**src/rtl/sram_pkg.sv**
```systemverilog
// Shared types and constants for the sram_word_array slice.
// Optional parity storage is controlled by the SRAM_PARITY_EN macro.
package sram_pkg;

  typedef enum logic [1:0] {
    CLEAR = 2'd0,
    IDLE  = 2'd1,
    WRITE = 2'd2,
    READ  = 2'd3
  } sram_state_t;

  localparam logic R_W_WRITE = 1'b1;

endpackage

```
**src/rtl/sram_word_array_if.sv**
```systemverilog
// Request/response bus between the memory controller (master) and sram_word_array (slave).
// The perr response exists only when SRAM_PARITY_EN is defined.
interface sram_word_array_if #(
  parameter int DATA_W = 8,
  parameter int ADDR_W = 4
);

  logic              sel;
  logic              r_w;
  logic [ADDR_W-1:0] addr;
  logic [DATA_W-1:0] in;
  logic              busy;
  logic [DATA_W-1:0] out;
  logic              out_valid;
  logic              addr_err;
`ifdef SRAM_PARITY_EN
  logic              perr;
`endif

  modport master (
    output sel, r_w, addr, in,
    input  busy, out, out_valid, addr_err
`ifdef SRAM_PARITY_EN
    , input perr
`endif
  );

  modport slave (
    input  sel, r_w, addr, in,
    output busy, out, out_valid, addr_err
`ifdef SRAM_PARITY_EN
    , output perr
`endif
  );

endinterface

```
**src/rtl/sram_row.sv**
```systemverilog
// One storage word: loads d on a clock edge with we=1, otherwise holds.
module sram_row #(
  parameter int W = 8
) (
  input  logic         clk,
  input  logic         we,
  input  logic [W-1:0] d,
  output logic [W-1:0] q
);

  // NOTE: storage has no reset; its contents are defined by the CLEAR sweep instead.
  always_ff @(posedge clk) begin
    if (we) q <= d;
  end

endmodule

```
**src/rtl/sram_word_array.sv**
```systemverilog
// DEPTH x DATA_W word array with FSM-sequenced access, busy handshake and post-reset clear.
// Define SRAM_PARITY_EN to store an even-parity bit per word and report perr on reads.
module sram_word_array
  import sram_pkg::*;
#(
  parameter int DATA_W = 8,
  parameter int ADDR_W = 4,
  parameter int DEPTH  = 16
) (
  input logic              clk,
  input logic              rst_n,
  sram_word_array_if.slave bus
);

`ifdef SRAM_PARITY_EN
  localparam int WORD_W = DATA_W + 1;
`else
  localparam int WORD_W = DATA_W;
`endif

  localparam logic [ADDR_W-1:0] LAST_PTR = ADDR_W'(DEPTH - 1);
  localparam logic [ADDR_W:0]   DEPTH_V  = (ADDR_W + 1)'(DEPTH);

  sram_state_t       state_q, state_d;
  logic [ADDR_W-1:0] ptr_q;
  logic [ADDR_W-1:0] addr_q;
  logic [DATA_W-1:0] data_q;
  logic [DATA_W-1:0] out_q;
  logic              out_valid_q;
  logic              addr_err_q;
  logic              accept;

  logic [WORD_W-1:0] word_q [DEPTH];
  logic [DEPTH-1:0]  row_we;
  logic [WORD_W-1:0] wr_word;
  logic [WORD_W-1:0] wr_data_word;
  logic [WORD_W-1:0] rd_word;

  assign accept = (state_q == IDLE) && bus.sel;

`ifdef SRAM_PARITY_EN
  logic perr_q;
  assign wr_data_word = {^data_q, data_q};
  assign bus.perr     = perr_q;
`else
  assign wr_data_word = data_q;
`endif

  always_ff @(posedge clk or negedge rst_n) begin
    if (!rst_n) begin
      state_q <= CLEAR;
    end else begin
      // NOTE: sequential state uses non-blocking assignments so every flop samples pre-edge values.
      state_q <= state_d;
    end
  end

  // NOTE: every output of this block gets a default first, so no path infers a latch.
  always_comb begin
    state_d = state_q;
    unique case (state_q)
      CLEAR:   if (ptr_q == LAST_PTR) state_d = IDLE;
      IDLE:    if (bus.sel) state_d = (bus.r_w == R_W_WRITE) ? WRITE : READ;
      WRITE:   state_d = IDLE;
      READ:    state_d = IDLE;
      default: state_d = CLEAR;
    endcase
  end

  always_ff @(posedge clk or negedge rst_n) begin
    if (!rst_n) begin
      ptr_q       <= '0;
      addr_q      <= '0;
      data_q      <= '0;
      out_q       <= '0;
      out_valid_q <= 1'b0;
      addr_err_q  <= 1'b0;
`ifdef SRAM_PARITY_EN
      perr_q      <= 1'b0;
`endif
    end else begin
      out_valid_q <= 1'b0;
      addr_err_q  <= 1'b0;
`ifdef SRAM_PARITY_EN
      perr_q      <= 1'b0;
`endif
      if (state_q == CLEAR) begin
        ptr_q <= (ptr_q == LAST_PTR) ? '0 : ptr_q + 1'b1;
      end
      // addr_err_q is high exactly for the WRITE/READ cycle of an out-of-range request.
      if (accept) begin
        addr_q     <= bus.addr;
        data_q     <= bus.in;
        addr_err_q <= ({1'b0, bus.addr} >= DEPTH_V);
      end
      if (state_q == READ) begin
        out_valid_q <= 1'b1;
        out_q       <= addr_err_q ? '0 : rd_word[DATA_W-1:0];
`ifdef SRAM_PARITY_EN
        perr_q      <= !addr_err_q && (^rd_word);
`endif
      end
    end
  end

  always_comb begin
    row_we  = '0;
    wr_word = '0;
    if (state_q == WRITE) wr_word = wr_data_word;
    for (int i = 0; i < DEPTH; i++) begin
      row_we[i] = ((state_q == CLEAR) && (ptr_q == ADDR_W'(i))) ||
                  ((state_q == WRITE) && !addr_err_q && (addr_q == ADDR_W'(i)));
    end
  end

  assign rd_word = addr_err_q ? '0 : word_q[addr_q];

  for (genvar g = 0; g < DEPTH; g++) begin : g_row
    sram_row #(.W(WORD_W)) u_row (
      .clk (clk),
      .we  (row_we[g]),
      .d   (wr_word),
      .q   (word_q[g])
    );
  end

  assign bus.busy      = (state_q != IDLE);
  assign bus.out       = out_q;
  assign bus.out_valid = out_valid_q;
  assign bus.addr_err  = addr_err_q;

endmodule

```
**src/flat_wrapper.sv**
```systemverilog
// flat-port wrapper written by rule: the top's interface ports become plain ports
module sram_word_array_flat import sram_pkg::*;
#(
  parameter int DATA_W = 8,
  parameter int ADDR_W = 4,
  parameter int DEPTH  = 16
)
  (clk, rst_n, bus_sel, bus_r_w, bus_addr, bus_in, bus_busy, bus_out, bus_out_valid, bus_addr_err);
  sram_word_array_if #(.DATA_W(DATA_W), .ADDR_W(ADDR_W)) bus_i ();
  input logic clk;
  input logic rst_n;
  input wire logic [$bits(bus_i.sel)-1:0] bus_sel;
  input wire logic [$bits(bus_i.r_w)-1:0] bus_r_w;
  input wire logic [$bits(bus_i.addr)-1:0] bus_addr;
  input wire logic [$bits(bus_i.in)-1:0] bus_in;
  output wire logic [$bits(bus_i.busy)-1:0] bus_busy;
  output wire logic [$bits(bus_i.out)-1:0] bus_out;
  output wire logic [$bits(bus_i.out_valid)-1:0] bus_out_valid;
  output wire logic [$bits(bus_i.addr_err)-1:0] bus_addr_err;
  assign bus_i.sel = bus_sel;
  assign bus_i.r_w = bus_r_w;
  assign bus_i.addr = bus_addr;
  assign bus_i.in = bus_in;
  assign bus_busy = bus_i.busy;
  assign bus_out = bus_i.out;
  assign bus_out_valid = bus_i.out_valid;
  assign bus_addr_err = bus_i.addr_err;
  sram_word_array #(.DATA_W(DATA_W), .ADDR_W(ADDR_W), .DEPTH(DEPTH)) u_core (.clk(clk), .rst_n(rst_n), .bus(bus_i));
endmodule
```
**config.mk**
```make
export PLATFORM = sky130hd
export DESIGN_NAME = sram_word_array_flat
export DESIGN_NICKNAME = d
export VERILOG_FILES = /design/src/rtl/sram_pkg.sv /design/src/rtl/sram_word_array_if.sv /design/src/rtl/sram_row.sv /design/src/rtl/sram_word_array.sv /design/src/flat_wrapper.sv
export SDC_FILE = /design/constraint.sdc
export NUM_CORES = 1
export LEC_CHECK = 0
export BUFFER_PORTS_ARGS = -buffer_cell sky130_fd_sc_hd__buf_2
export CORE_ASPECT_RATIO = 1.25
export CORE_UTILIZATION = 66
export CTS_CLUSTER_DIAMETER = 120
export DETAILED_ROUTE_END_ITERATION = 12
export PLACE_DENSITY = 0.91
export SLEW_MARGIN = 10
export SYNTH_ARGS = -nofsm -noshare
export SYNTH_HDL_FRONTEND = slang
export SYNTH_HIERARCHICAL = 1
export SYNTH_SLANG_ARGS = --single-unit
export TNS_END_PERCENT = 30
```
**constraint.sdc**
```tcl
create_clock -name clk -period 4.9 [get_ports clk]
set_input_delay 0.735 -clock clk [delete_from_list [all_inputs] [get_ports clk]]
set_output_delay 0.735 -clock clk [all_outputs]
set_load 0.02 [all_outputs]
```
# ---- Yosys cells after proc, flatten, opt, wreduce, memory -nomap -nowiden
# Index checks and enable logic that the tools add are counted.
dict set report classes {
  n_bitwise 1
  eq_ne 36
  order_cmp 1
  muxes 10
  n_reduce_logical 54
  addsub 1
}
# op count
set ops {}
lappend ops {{== test 4 bit, second input constant} 16}
lappend ops {{logical AND 1 bit} 33}
lappend ops {{binary-select mux 8 bit (select 4 bit)} 1}
lappend ops {{== test 4 x 3 -> 1 bit, second input constant} 8}
lappend ops {{two-way mux 8 bit} 3}
lappend ops {{== test 4 x 2 -> 1 bit, second input constant} 4}
lappend ops {{logical OR 1 bit} 16}
lappend ops {{== test 4 x 1 -> 1 bit, second input constant} 2}
lappend ops {{logical NOT 4 bit} 2}
lappend ops {{case mux 2 bit (3 select lines)} 1}
lappend ops {{>= comparator 5 bit, second input constant} 1}
lappend ops {{NOT 4 -> 5 bit} 1}
lappend ops {{adder 4 x 1 -> 4 bit, second input constant} 1}
lappend ops {{== test 2 bit, second input constant} 2}
lappend ops {{two-way mux 2 bit} 2}
lappend ops {{two-way mux 4 bit} 1}
lappend ops {{!= test 2 bit, second input constant} 2}
lappend ops {{== test 2 x 1 -> 1 bit, second input constant} 1}
lappend ops {{logical NOT 2 bit} 1}
lappend ops {{two-way mux 1 bit} 2}
lappend ops {{!= test 2 x 1 -> 1 bit, second input constant} 1}
lappend ops {{AND reduction 2 bit} 1}
lappend ops {{OR reduction 2 bit} 1}
dict set report word_totals {
  wordCells 125
  in_bits 16
  out_inout_bits 11
  regBits 155
}

# ---- Longest topological paths before layout
# Gate-level depths: netlist of run 1.
dict set report depth {
  word_depth 4
  ltp_mapped 7
}

# ---- Hierarchy
# The synthesis of run 1 kept the hierarchy.
# module n_inst seq_area_each_um2 area_per_inst_um2 cells_per_inst
set modules_own_cells {}
lappend modules_own_cells {sram_row 16 240.2 240.2 8}
lappend modules_own_cells {sram_word_array 1 675.6 2561.2 277}

# ---- Worst setup path after synthesis of run 1
# No wires, ideal clock.
dict set report synth_path {
  path_kind {reg-to-reg}
  from {register u_core.state_q[0]}
  to {register u_core.g_row[12].u_row.q[0] (enable)}
  setup_time_ps 387
  synth_period_minus_slack_ps 2068
  stages_incl_launch_ff 5
  setup_slack_ps 2832
  arrival_ps 1682
  required_ps 4513
  path_cell_list {dfrtp_1 nor2b_1 clkbuf_1 nand3_1 o31ai_1}
}
dict set report synth_via {
  elab_chain_cells 3
  elab_cells_between_ends 5
  cone_classes {eq/ne (1); reduce/logical (4)}
}
# element line
set synth_lines {}
lappend synth_lines {{start: declaration} sram_word_array.sv:24} ;# sram_state_t state_q, state_d;
lappend synth_lines {{start signal: assignment} sram_word_array.sv:54} ;# state_q <= state_d;
lappend synth_lines {{== test 2 bit / logical NOT 2 bit (equally long branches)} {sram_word_array.sv:112, sram_word_array.sv:111}}
lappend synth_lines {{logical AND 1 bit (on tied branches)} {sram_word_array.sv:112, sram_word_array.sv:111}}
lappend synth_lines {{logical OR 1 bit (*)} sram_word_array.sv:111} ;# row_we[i] = ((state_q == CLEAR) && (ptr_q == ADDR_W'(i))) ||
lappend synth_lines {{via u_core.row_we[12]} sram_word_array.sv:34} ;# logic [DEPTH-1:0] row_we;
lappend synth_lines {{end signal: assignment} sram_row.sv:13} ;# if (we) q <= d;
lappend synth_lines {{end: declaration} sram_row.sv:8} ;# output logic [W-1:0] q
# Mark *: on every way through the listed nets, which the timed path passes. The rest lies on a longest branch.
# A chain may end at the register's enable or synchronous reset.

# ---- Final worst setup path of run 1
dict set report layout_path {
  from {register u_core.addr_q[3]}
  to {register u_core.g_row[14].u_row.q[2] (enable)}
}
dict set report layout_via {
  elab_chain_cells 3
}
# element line
set layout_lines {}
lappend layout_lines {{start: declaration} sram_word_array.sv:26} ;# logic [ADDR_W-1:0] addr_q;
lappend layout_lines {{start signal: assignment} sram_word_array.sv:92} ;# addr_q <= bus.addr;
lappend layout_lines {{== test 4 bit} sram_word_array.sv:112} ;# ((state_q == WRITE) && !addr_err_q && (addr_q == ADDR_W'(i)));
lappend layout_lines {{logical AND 1 bit} sram_word_array.sv:112}
lappend layout_lines {{logical OR 1 bit} sram_word_array.sv:111}
lappend layout_lines {{via u_core.row_we[14]} sram_word_array.sv:34}
lappend layout_lines {{end signal: assignment} sram_row.sv:13}
lappend layout_lines {{end: declaration} sram_row.sv:8}
# The timed path passes the listed nets, and every way through them passes these cells.

==> results.yml, run 1 <==
layout:
  final_nets: 448
  drive_gt1_share_pct: 17.5
  area_delta_synth_final_pct: 11.3
  layout.cells.non_filler: 563
  num_antenna_cells: 0
  final_core_util_pct: 76.9
sta:
  finalCriticalPeriod_ps: 2870
  fmax_mhz: 348
  relSlewSlack_pct: 18.3
  tns_ps: 0
  worstMarginPinSlew_ps: 1230
  rsz0062_at_grt: "no"
  setup_viol: 0
  fin_crit_sh_pct: 58.6
  report.final.slew_viol_count: 0
  fin_ws_ps: 2030
  finClkSkew_ps: 9.01
  hold_viol: 0
placement:
  routabilityCongestion: 0.881
  preCtsSetupSlack_ps: 2020
  dpl.cell_count: 531
  io_buffers: 25
  dp_hpwl_mm: 8.24
synthesis:
  async_flop_share_pct: 17.4
  ys.flop_type: "edfxtp_1"
  synth_edf_count: 128
  synth_cell_type_count: 48
  synth_compound_gate_area_share_pct: 7.05
  syn_nets: 426
  syn_area_mm2: 0.00640
  ys_ff_latch: 155
  yosys.area_share.simple_pct: 7.64
  ys.warnings.count: 6
  syn_avg_cell_area_um2: 15.8
  synthXorXnorAreaFrac_pct: 0.137
  synthCells: 405
  yosysSeqAreaShare_pct: 70.6
  synth_top_family_by_area: "multiplexers"
  synth-adder-area-share_pct: 0.977
  yosys-mux-area-fraction_pct: 10.5
clock_network:
  path_clk_slew_ps: 60
  cts_hold_buf: 0
  clockRootBuffer: "clkbuf_16"
  cts_buffer_depth: 2
  cts_resized: 0
  cts_sinks: 155
  cts_setup_buffers: 0
  clkLatencyLatePin_ps: 420
  cts_tree: "done"
  cts_buffers: 17
  htree_levels: 4
drt:
  drt-total-wl_mm: 13.8
  wl_per_cell_um: 24.6
  dr.pass1.iters: 6
  ant_nets: 0
  drc: 0
  vias: 3737
  drt-initial-drc-count: 767
  vias_per_cell: 6.64
die:
  design.die.area_mm2: 0.0101
  core_mm2: 0.00927
  die_y_um: 112
  rows: 39
  die_w_um: 90.1
  start_util_pct: 69.1
  io-pin-count: 27
setup_path:
  critical_path_class: "reg -> reg"
  cp-startpoint: "u_core/addr_q[3]"
  crit_required_ps: 4930
  r2r_cells: 2
  critPathCaptureType: "flip-flop"
  cp.arrival_ps: 2900
  r2r_setup_slack_ps: 2030
  cp_max_fo: 47
  r2r-start: "u_core/addr_q[3]"
  reg2reg_to: "u_core/g_row[14].u_row/q[2]"
  worstSetupStartpointType: "flip-flop"
outcome:
  status: "completed"
power:
  pwr-share-seq_pct: 45.7
  p_clk_share_pct: 30.2
  internal-power_mw: 2.99
  p_switching_mw: 1.45
  p_sw_share_pct: 32.7
  comb_power_share_pct: 24.2
  p_leak_nw: 2.57
  power_mw: 4.44
  powerDensity_mw_per_mm2: 622
  irDropWorstVdd_v: 0.000420
job:
  cap_violations: 0
global_routing:
  grt_max_degree: 48
  grt_pass1_wl_mm: 21.3
  globalRouteTotalUtil_pct: 29.6
  grt-ovfl-total: 0
  antenna_found_initial: 0
  grt_pass1_vias: 3739
worst_hold_path:
  hold_path_class: "in -> async"
==> synth_stat cells, types with 2 or more instances <==
cell / number / share of area, %
edfxtp_1: 128 / 60
nand2_1: 50 / 2.9
mux2i_1: 40 / 6.3
dfrtp_1: 27 / 11
nor2_1: 15 / 0.88
a22o_1: 12 / 1.6
mux4_2: 10 / 3.5
and2_1: 9 / 0.88
nand3_1: 7 / 0.55
o22ai_1: 7 / 0.68
a21oi_1: 6 / 0.47
buf_2: 6 / 0.47
clkbuf_1: 6 / 0.35
o21ai_0: 6 / 0.47
ha_1: 5 / 0.98
a221oi_1: 4 / 0.55
buf_6: 4 / 0.70
inv_1: 4 / 0.23
nand3b_1: 4 / 0.47
nor2b_1: 4 / 0.39
nor3_1: 4 / 0.31
o21ai_1: 4 / 0.31
a22oi_1: 3 / 0.35
buf_12: 3 / 0.94
buf_4: 3 / 0.35
o211ai_2: 3 / 0.59
o32ai_1: 3 / 0.41
a211oi_1: 2 / 0.23
a311oi_1: 2 / 0.27
a31oi_1: 2 / 0.20
mux2_2: 2 / 0.35
nand2b_1: 2 / 0.20
nor3b_2: 2 / 0.39
o32a_1: 2 / 0.31
==> power by group through the flow <==
stage	clock network [mW]	logic [mW]	registers (mW)
after global placement	0	0.973	2.01
after global routing	1.39	1.13	2.05
final	1.34	1.07	2.03
after CTS	1.34	1.05	2.02
after floorplan	0	0.947	1.85
after detailed placement	0	1.02	2.03
==> flip-flops by register name, summed over array words and instances (netlist names) <==
signal,count
u_core/state_q,2
u_core/addr_q,4
u_core/ptr_q,4
u_core/g_row.u_row/q,128
u_core/bus.out_valid,1
u_core/data_q,8
u_core/bus.out,8
==> kinds of logic after synthesis <==
family | after synthesis
buffers and inverters | 26
AO/OA/AOI/OAI | 60
multiplexers | 54
XOR/XNOR | 1
flip-flops | 155
AND/OR/NAND/NOR | 103
adder cells (fa/ha/maj) | 5
other | 1
==> worst max path at each step <==
stage	to	slack, ps	cells past startpoint
floorplan	u_core/g_row[12].u_row/q[0]	2830	4
global placement	u_core/g_row[15].u_row/q[3]	2240	2
detailed placement	u_core/g_row[12].u_row/q[4]	2020	2
CTS	u_core/g_row[12].u_row/q[5]	1970	2
global route	u_core/g_row[14].u_row/q[2]	1910	2
finish	u_core/g_row[14].u_row/q[2]	2030	2
==> critical path: stages, from the launching register on <==
cell and delay (ps):
dfrtp_2 1160, nand3_1 320, o21ai_0 980
==> area by class of cell <==
type | instances | area, um2
sequential | 155 | 4520
fill | 503 | 2140
multi-input combinational | 224 | 1700
clock buffer | 24 | 514
tap | 123 | 154
timing repair buffer | 25 | 125
clock inverter | 8 | 105
inverter | 4 | 15.0
==> stage by stage <==
step	hold WS, ps	cell area, um2
floorplan	437	6400
global placement	449	6510
detailed placement	454	6510
CTS	338	7130
global route	367	7130
finish	332	7130
==> per-layer routing <==
metal / up-vias / track usage [%] / wire, um
li1: 1597 / - / -
met1: 1778 / 35.7 / 4690
met2: 312 / 49.4 / 7060
met3: 50 / 8.54 / 1450
met4: 0 / 14.1 / 633
met5: - / 0 / 0
==> placed cells by master, fill, tap and decap left out, types with 2 or more instances in the layout <==
| master | Yosys | final |
|---|---|---|
| buf_2 | 6 | 25 |
| clkinvlp_4 | 0 | 3 |
| and2_1 | 9 | 9 |
| o21ai_1 | 4 | 5 |
| a21oi_1 | 6 | 6 |
| dfrtp_2 | 0 | 2 |
| a211oi_1 | 2 | 2 |
| ha_1 | 5 | 5 |
| mux2i_1 | 40 | 40 |
| dfrtp_1 | 27 | 25 |
| a311oi_1 | 2 | 2 |
| clkbuf_1 | 6 | 3 |
| clkbuf_16 | 0 | 19 |
| o22ai_1 | 7 | 7 |
| mux4_2 | 10 | 10 |
| o21ai_0 | 6 | 5 |
| a221oi_1 | 4 | 4 |
| edfxtp_1 | 128 | 128 |
| bufinv_16 | 0 | 2 |
| clkbuf_8 | 0 | 2 |
| o32ai_1 | 3 | 3 |
| inv_1 | 4 | 4 |
| nand3_1 | 7 | 7 |
| nand3b_1 | 4 | 4 |
| nand2b_1 | 2 | 2 |
| a22oi_1 | 3 | 3 |
| nor2b_1 | 4 | 4 |
| o211ai_2 | 3 | 3 |
| mux2_2 | 2 | 2 |
| nor3_1 | 4 | 4 |
| nand2_1 | 50 | 50 |
| nor3b_2 | 2 | 2 |
| a22o_1 | 12 | 12 |
| o32a_1 | 2 | 2 |
| nor2_1 | 15 | 15 |
| a31oi_1 | 2 | 2 |
(Power assumes the default switching activity.)
==> inputs of run 2 (changes only) <==
--- a/config.mk
+++ b/config.mk
@@ -5,12 +5,13 @@
 export SDC_FILE = /design/constraint.sdc
 export NUM_CORES = 1
 export LEC_CHECK = 0
+export ABC_AREA = 1
 export BUFFER_PORTS_ARGS = -buffer_cell sky130_fd_sc_hd__buf_2
 export CORE_ASPECT_RATIO = 1.25
-export CORE_UTILIZATION = 66
+export CORE_UTILIZATION = 55
 export CTS_CLUSTER_DIAMETER = 120
 export DETAILED_ROUTE_END_ITERATION = 12
-export PLACE_DENSITY = 0.91
+export PLACE_DENSITY = 0.81
 export SLEW_MARGIN = 10
 export SYNTH_ARGS = -nofsm -noshare
 export SYNTH_HDL_FRONTEND = slang
==> constraint.sdc (replaced) <==
create_clock -name clk -period 2.4 [get_ports clk]
set_input_delay 0.36 -clock clk [delete_from_list [all_inputs] [get_ports clk]]
set_output_delay 0.36 -clock clk [all_outputs]
set_load 0.02 [all_outputs]
==> results.yml, run 2 <==
outcome:
  status: "completed"
synthesis:
  ys.flop_type: "edfxtp_1"
  syn_nets: 656
  synthTopCellsByArea: "edfxtp_1 (58%), nand2_1 (17%), dfrtp_1 (10%), nand3_1 (3.7%), nor2_1 (2.2%)"
  async_flop_share_pct: 17.4
  synth_most_common_cell: "nand2_1"
  synthTopCellsByCount: "nand2_1 (291), edfxtp_1 (128), nand3_1 (49)"
  ys.warnings.count: 6
  synth_area_leader_cell: "edfxtp_1"
  syn_area_mm2: 0.00661
  yosysSeqAreaShare_pct: 68.4
  synth_edf_count: 128
  ys_ff_latch: 155
  yosysTopAreaCellShare_pct: 58.2
  synth_cell_type_count: 19
  syn_avg_cell_area_um2: 10.4
  synthCells: 635
drt:
  ant_nets: 0
  dr.pass1.iters: 6
  drt-total-wl_mm: 14.7
  highest_layer: "met4"
  vias_per_cell: 5.44
  drt-initial-drc-count: 633
  met2_length_mm: 7.44
  drc: 0
  wl_per_cell_um: 17.3
  vias: 4649
  wl_met3_mm: 1.17
  met1_length_mm: 5.52
setup_path:
  critPathCaptureType: "flip-flop"
  max_stage_delay_ps: 520
  cp_max_fo: 11
  cp_num_buf_inv: 1
  crit_family: "simple AND/OR/NAND/NOR gates"
  cp.arrival_ps: 2150
  crit_required_ps: 2540
  cp-startpoint: "u_core/state_q[0]"
  crit_path_cell_trace: "nor2_1 -> nand2_1 -> o22ai_1 -> buf_4"
  cp_slowest_cell: "nor2_1"
  worstSetupStartpointType: "flip-flop"
  r2r-start: "u_core/state_q[0]"
  critical_path_class: "reg -> reg"
sta:
  finalCriticalPeriod_ps: 2020
  fmax_mhz: 496
  report.final.slew_viol_count: 0
  setup_viol: 0
  worstMarginPinSlew_ps: 654
  finClkSkew_ps: 9.00
  rsz0062_at_grt: "no"
  hold_viol: 0
  whs_ps: 125
  relSlewSlack_pct: 56.4
  tns_ps: 0
  fin_crit_sh_pct: 84.0
layout:
  fill_cells: 859
  drive_gt1_share_pct: 12.4
  largest-register: "u_core/g_row.u_row/q"
  layout_commonest_cell: "nand2_1"
  num_antenna_cells: 0
  layout.cells.non_filler: 854
  area_delta_synth_final_pct: 13.6
  fin_area_mm2: 0.00750
  largest_register_ff_count: 128
  final_nets: 701
  layout_common_cells: "nand2_1 (291), edfxtp_1 (128), nand3_1 (49), nor2_1 (38), buf_4 (29)"
  final_core_util_pct: 64.3
placement:
  routabilityCongestion: 0.860
  dpl.cell_count: 821
  dp_hpwl_mm: 9.19
  io_buffers: 25
  placed_area_mm2: 0.00696
clock_network:
  cts_sinks: 155
  cts_buffers: 17
  cts_buffer_depth: 2
  cts_tree: "done"
  cts_resized: 0
  path_clk_slew_ps: 60
  clkLatencyLatePin_ps: 430
  clockRootBuffer: "clkbuf_16"
  htree_levels: 4
  cts_setup_buffers: 0
die:
  start_util_pct: 56.6
  die_w_um: 100
  rows: 44
  core_mm2: 0.0117
  die_y_um: 125
  design.die.area_mm2: 0.0125
  io-pin-count: 27
power:
  irDropWorstVdd_v: 0.000678
  powerDensity_mw_per_mm2: 1180
  p_leak_nw: 3.10
global_routing:
  globalRouteTotalUtil_pct: 25.8
  antenna_found_initial: 0
  grt_pass1_vias: 4407
  grt_max_degree: 70
  grt-ovfl-total: 0
  grt_pass1_wl_mm: 23.2
worst_hold_path:
  hold_path_class: "in -> reg"
  worstHoldStart: "bus_addr[2]"
job:
  cap_violations: 0
[run 2: layer usage]
layer	vias up	GRT usage, %
met4	0	14.8
met1	2144	32.0
li1	2205	-
met2	253	41.5
met5	-	0
met3	47	5.84
[run 2: logic make-up after synthesis]
logic type | after synthesis | synth area share [%]
buffers and inverters | 53 | 4.38
AOI/OAI and AO/OA | 31 | 2.65
and+or+nand+nor | 389 | 23.4
adders and majority gates | 5 | 0.947
other | 1 | 0.0568
xor gates and xnor gates | 1 | 0.133
DFF | 155 | 68.4
[run 2: report_power, final]
| group | switching, mW | leakage (nW) | total, mW | internal, mW |
|---|---|---|---|---|
| combinational | 2.10 | 1.34 | 2.90 | 0.805 |
| sequential | 0.196 | 1.51 | 3.58 | 3.38 |
| clock | 1.05 | 0.249 | 2.41 | 1.35 |
[run 2: cell type report]
cell class	instances	area (um2)	area share (%)
inverter	24	95.1	1.27
timing repair buffer	55	353	4.70
clock inverter	12	90.1	1.20
clock buffer	20	447	5.95
tap	161	201	2.68
multi-input combinational	427	1800	23.9
sequential	155	4520	60.2
[run 2: tightest hold or removal path: stages]
cell and delay [ps]:
buf_2 80, nand2_1 40, nand2_1 50
[run 2: per-stage QoR]
stage | setup WS, ps | total power, mW
after floorplan | 655 | 5.72
after CTS | 453 | 8.87
after global placement | 546 | 6.39
final | 383 | 8.89
after detailed placement | 484 | 6.46
after global routing | 312 | 9.38
[run 2: path summary, 6_finish.rpt]
kind / to / slack [ps] / cells after the start
worst max-delay path: u_core/g_row[0].u_row/q[7] / 380 / 4
worst min-delay path: u_core/addr_q[2] / 130 / 3
worst max register to register: u_core/g_row[0].u_row/q[7] / 380 / 4
worst min register to register: u_core/bus.out[7] / 500 / 2
max in group asynchronous: u_core/addr_q[0] / 1430 / 2
min in group asynchronous: u_core/bus.out_valid / 500 / 2
[run 2: timing repair]
action | 4_1_cts | 5_1_grt
hold endpoints to repair | 27 | 0
setup endpoints to repair | 0 | 0
hold buffers | 1 | 0
==> inputs of run 3 (changes only) <==
--- a/config.mk
+++ b/config.mk
@@ -8,10 +8,10 @@
 export ABC_AREA = 1
 export BUFFER_PORTS_ARGS = -buffer_cell sky130_fd_sc_hd__buf_2
 export CORE_ASPECT_RATIO = 1.25
-export CORE_UTILIZATION = 55
+export CORE_UTILIZATION = 61
 export CTS_CLUSTER_DIAMETER = 120
 export DETAILED_ROUTE_END_ITERATION = 12
-export PLACE_DENSITY = 0.81
+export PLACE_DENSITY = 0.85
 export SLEW_MARGIN = 10
 export SYNTH_ARGS = -nofsm -noshare
 export SYNTH_HDL_FRONTEND = slang
==> constraint.sdc (replaced) <==
create_clock -name clk -period 2.1 [get_ports clk]
set_input_delay 0.315 -clock clk [delete_from_list [all_inputs] [get_ports clk]]
set_output_delay 0.315 -clock clk [all_outputs]
set_load 0.02 [all_outputs]
==> results.yml, run 3 (synthesis results as in run 2) <==
outcome:
  status: "completed"
clock_network:
  clockRootBuffer: "clkbuf_16"
  clkLatencyLatePin_ps: 420
  htree_levels: 4
  cts_sinks: 155
  path_clk_slew_ps: 60
  cts_setup_buffers: 0
  cts_buffers: 17
  cts_buffer_depth: 2
  cts_tree: "done"
die:
  rows: 42
  die_w_um: 95.1
  start_util_pct: 62.5
  core_mm2: 0.0106
  die_y_um: 118
  design.die.area_mm2: 0.0113
  io-pin-count: 27
power:
  p_sw_share_pct: 37.2
  p_clk_share_pct: 27.7
  irDropWorstVdd_v: 0.000998
  pwr-share-seq_pct: 39.3
  comb_power_share_pct: 33.0
  p_leak_nw: 3.15
  p_switching_mw: 3.87
  powerDensity_mw_per_mm2: 1380
  internal-power_mw: 6.53
layout:
  largest-register: "u_core/g_row.u_row/q"
  final_nets: 703
  num_antenna_cells: 0
  area_delta_synth_final_pct: 13.9
  fill_cells: 681
  layout_commonest_cell: "nand2_1"
  regArea_mm2: 0.00452
  drive_gt1_share_pct: 13.1
  fin_area_mm2: 0.00753
  multi_input_area_mm2: 0.00180
  layout.cells.non_filler: 827
  largest_register_ff_count: 128
  layout_common_cells: "nand2_1 (291), edfxtp_1 (128), nand3_1 (49), nor2_1 (38), buf_4 (30)"
drt:
  drt-total-wl_mm: 15.1
  wl_per_cell_um: 18.3
  ant_nets: 0
  vias: 4855
  dr.pass1.iters: 5
  vias_per_cell: 5.87
  drc: 0
  drt-initial-drc-count: 577
sta:
  report.final.slew_viol_count: 0
  tns_ps: 0
  setup_viol: 0
  finalCriticalPeriod_ps: 1780
  fin_crit_sh_pct: 84.6
  fin_ws_ps: 324
  fmax_mhz: 563
  whs_ps: 98.5
  finClkSkew_ps: 9.69
  worstMarginPinSlew_ps: 630
  relSlewSlack_pct: 58.0
  rsz0062_at_grt: "no"
  hold_viol: 0
placement:
  dp_hpwl_mm: 9.41
  placed_area_mm2: 0.00695
  io_buffers: 25
  dpl.cell_count: 794
  preCtsSetupSlack_ps: 413
  routabilityCongestion: 0.850
setup_path:
  worstSetupStartpointType: "flip-flop"
  cp_max_fo: 8
  critPathCaptureType: "flip-flop"
  critical_path_class: "reg -> reg"
  reg2reg_to: "u_core/g_row[5].u_row/q[2]"
  r2r_setup_slack_ps: 320
  r2r_cells: 5
  crit_required_ps: 2220
  cp.arrival_ps: 1890
  r2r-start: "u_core/state_q[1]"
  cp-startpoint: "u_core/state_q[1]"
worst_hold_path:
  hold_end: "u_core/addr_q[2]"
  worstHoldStart: "bus_addr[2]"
  hold_path_class: "in -> reg"
  min_path_cells: 3
global_routing:
  grt_pass1_vias: 4744
  grt_max_degree: 46
  globalRouteTotalUtil_pct: 29.2
  grt_pass1_wl_mm: 23.6
  grt-ovfl-total: 0
  antenna_found_initial: 0
job:
  cap_violations: 0
run 3: cell count changes in the layout (fill, tap and decap cells not counted), moves of 2 or more:
| cell | change |
|---|---|
| clkinv_1 | -2 |
| inv_4 | +2 |
| clkinvlp_4 | -3 |
| clkinv_2 | +4 |
run 3: cell type report:
type / count / area share, %
Clock buffer: 19 / 6.03
Tap cell: 132 / 2.19
Timing Repair Buffer: 57 / 5.05
Multi-Input combinational cell: 427 / 23.9
Inverter: 24 / 1.26
Clock inverter: 13 / 1.51
Sequential cell: 155 / 60.1
run 3: worst max-delay path by stage:
stage | endpoint | slack (ps) | cells past startpoint
floorplan | u_core/g_row[0].u_row/q[0] | 360 | 3
finish | u_core/g_row[5].u_row/q[2] | 320 | 5
CTS | u_core/g_row[5].u_row/q[3] | 390 | 4
global placement | u_core/bus.out[5] | 470 | 10
detailed placement | u_core/g_row[10].u_row/q[4] | 410 | 4
global route | u_core/g_row[13].u_row/q[0] | 180 | 5
run 3: per-stage QoR:
step | power, mW | utilization [%]
after floorplan | 6.54 | -
after global placement | 7.33 | 65.8
after detailed placement | 7.45 | 65.8
after CTS | 10.4 | 71.3
after global routing | 10.9 | 71.3
final | 10.4 | 71.3
run 3: power groups by stage:
stage | Combinational (mW) | Clock, mW | Sequential, mW
2_1_floorplan | 2.35 | 0 | 4.19
3_3_place_gp | 3.22 | 0 | 4.11
3_5_place_dp | 3.31 | 0 | 4.14
4_1_cts | 3.37 | 2.90 | 4.08
5_1_grt | 3.78 | 3.04 | 4.13
6_report | 3.44 | 2.88 | 4.09
run 3: layer usage:
layer,vias up,routed length [um],GRT usage (%)
met4,0,915,18.0
met2,320,7580,47.6
li1,2213,-,-
met1,2244,5280,34.5
met5,-,0,0
met3,78,1330,6.69
run 3: worst max-delay path, cell delays in order, from the launching register on:
cell,delay [ps]
dfrtp_1,360
inv_1,80
nor2_1,370
nand3_1,210
o22ai_1,220
buf_4,230
run 3: what timing repair did:
item | in CTS | in global routing
hold buffers | 1 | 0
hold endpoints to repair | 27 | 0
setup endpoints to repair | 0 | 0
gates resized for setup | 0 | 0
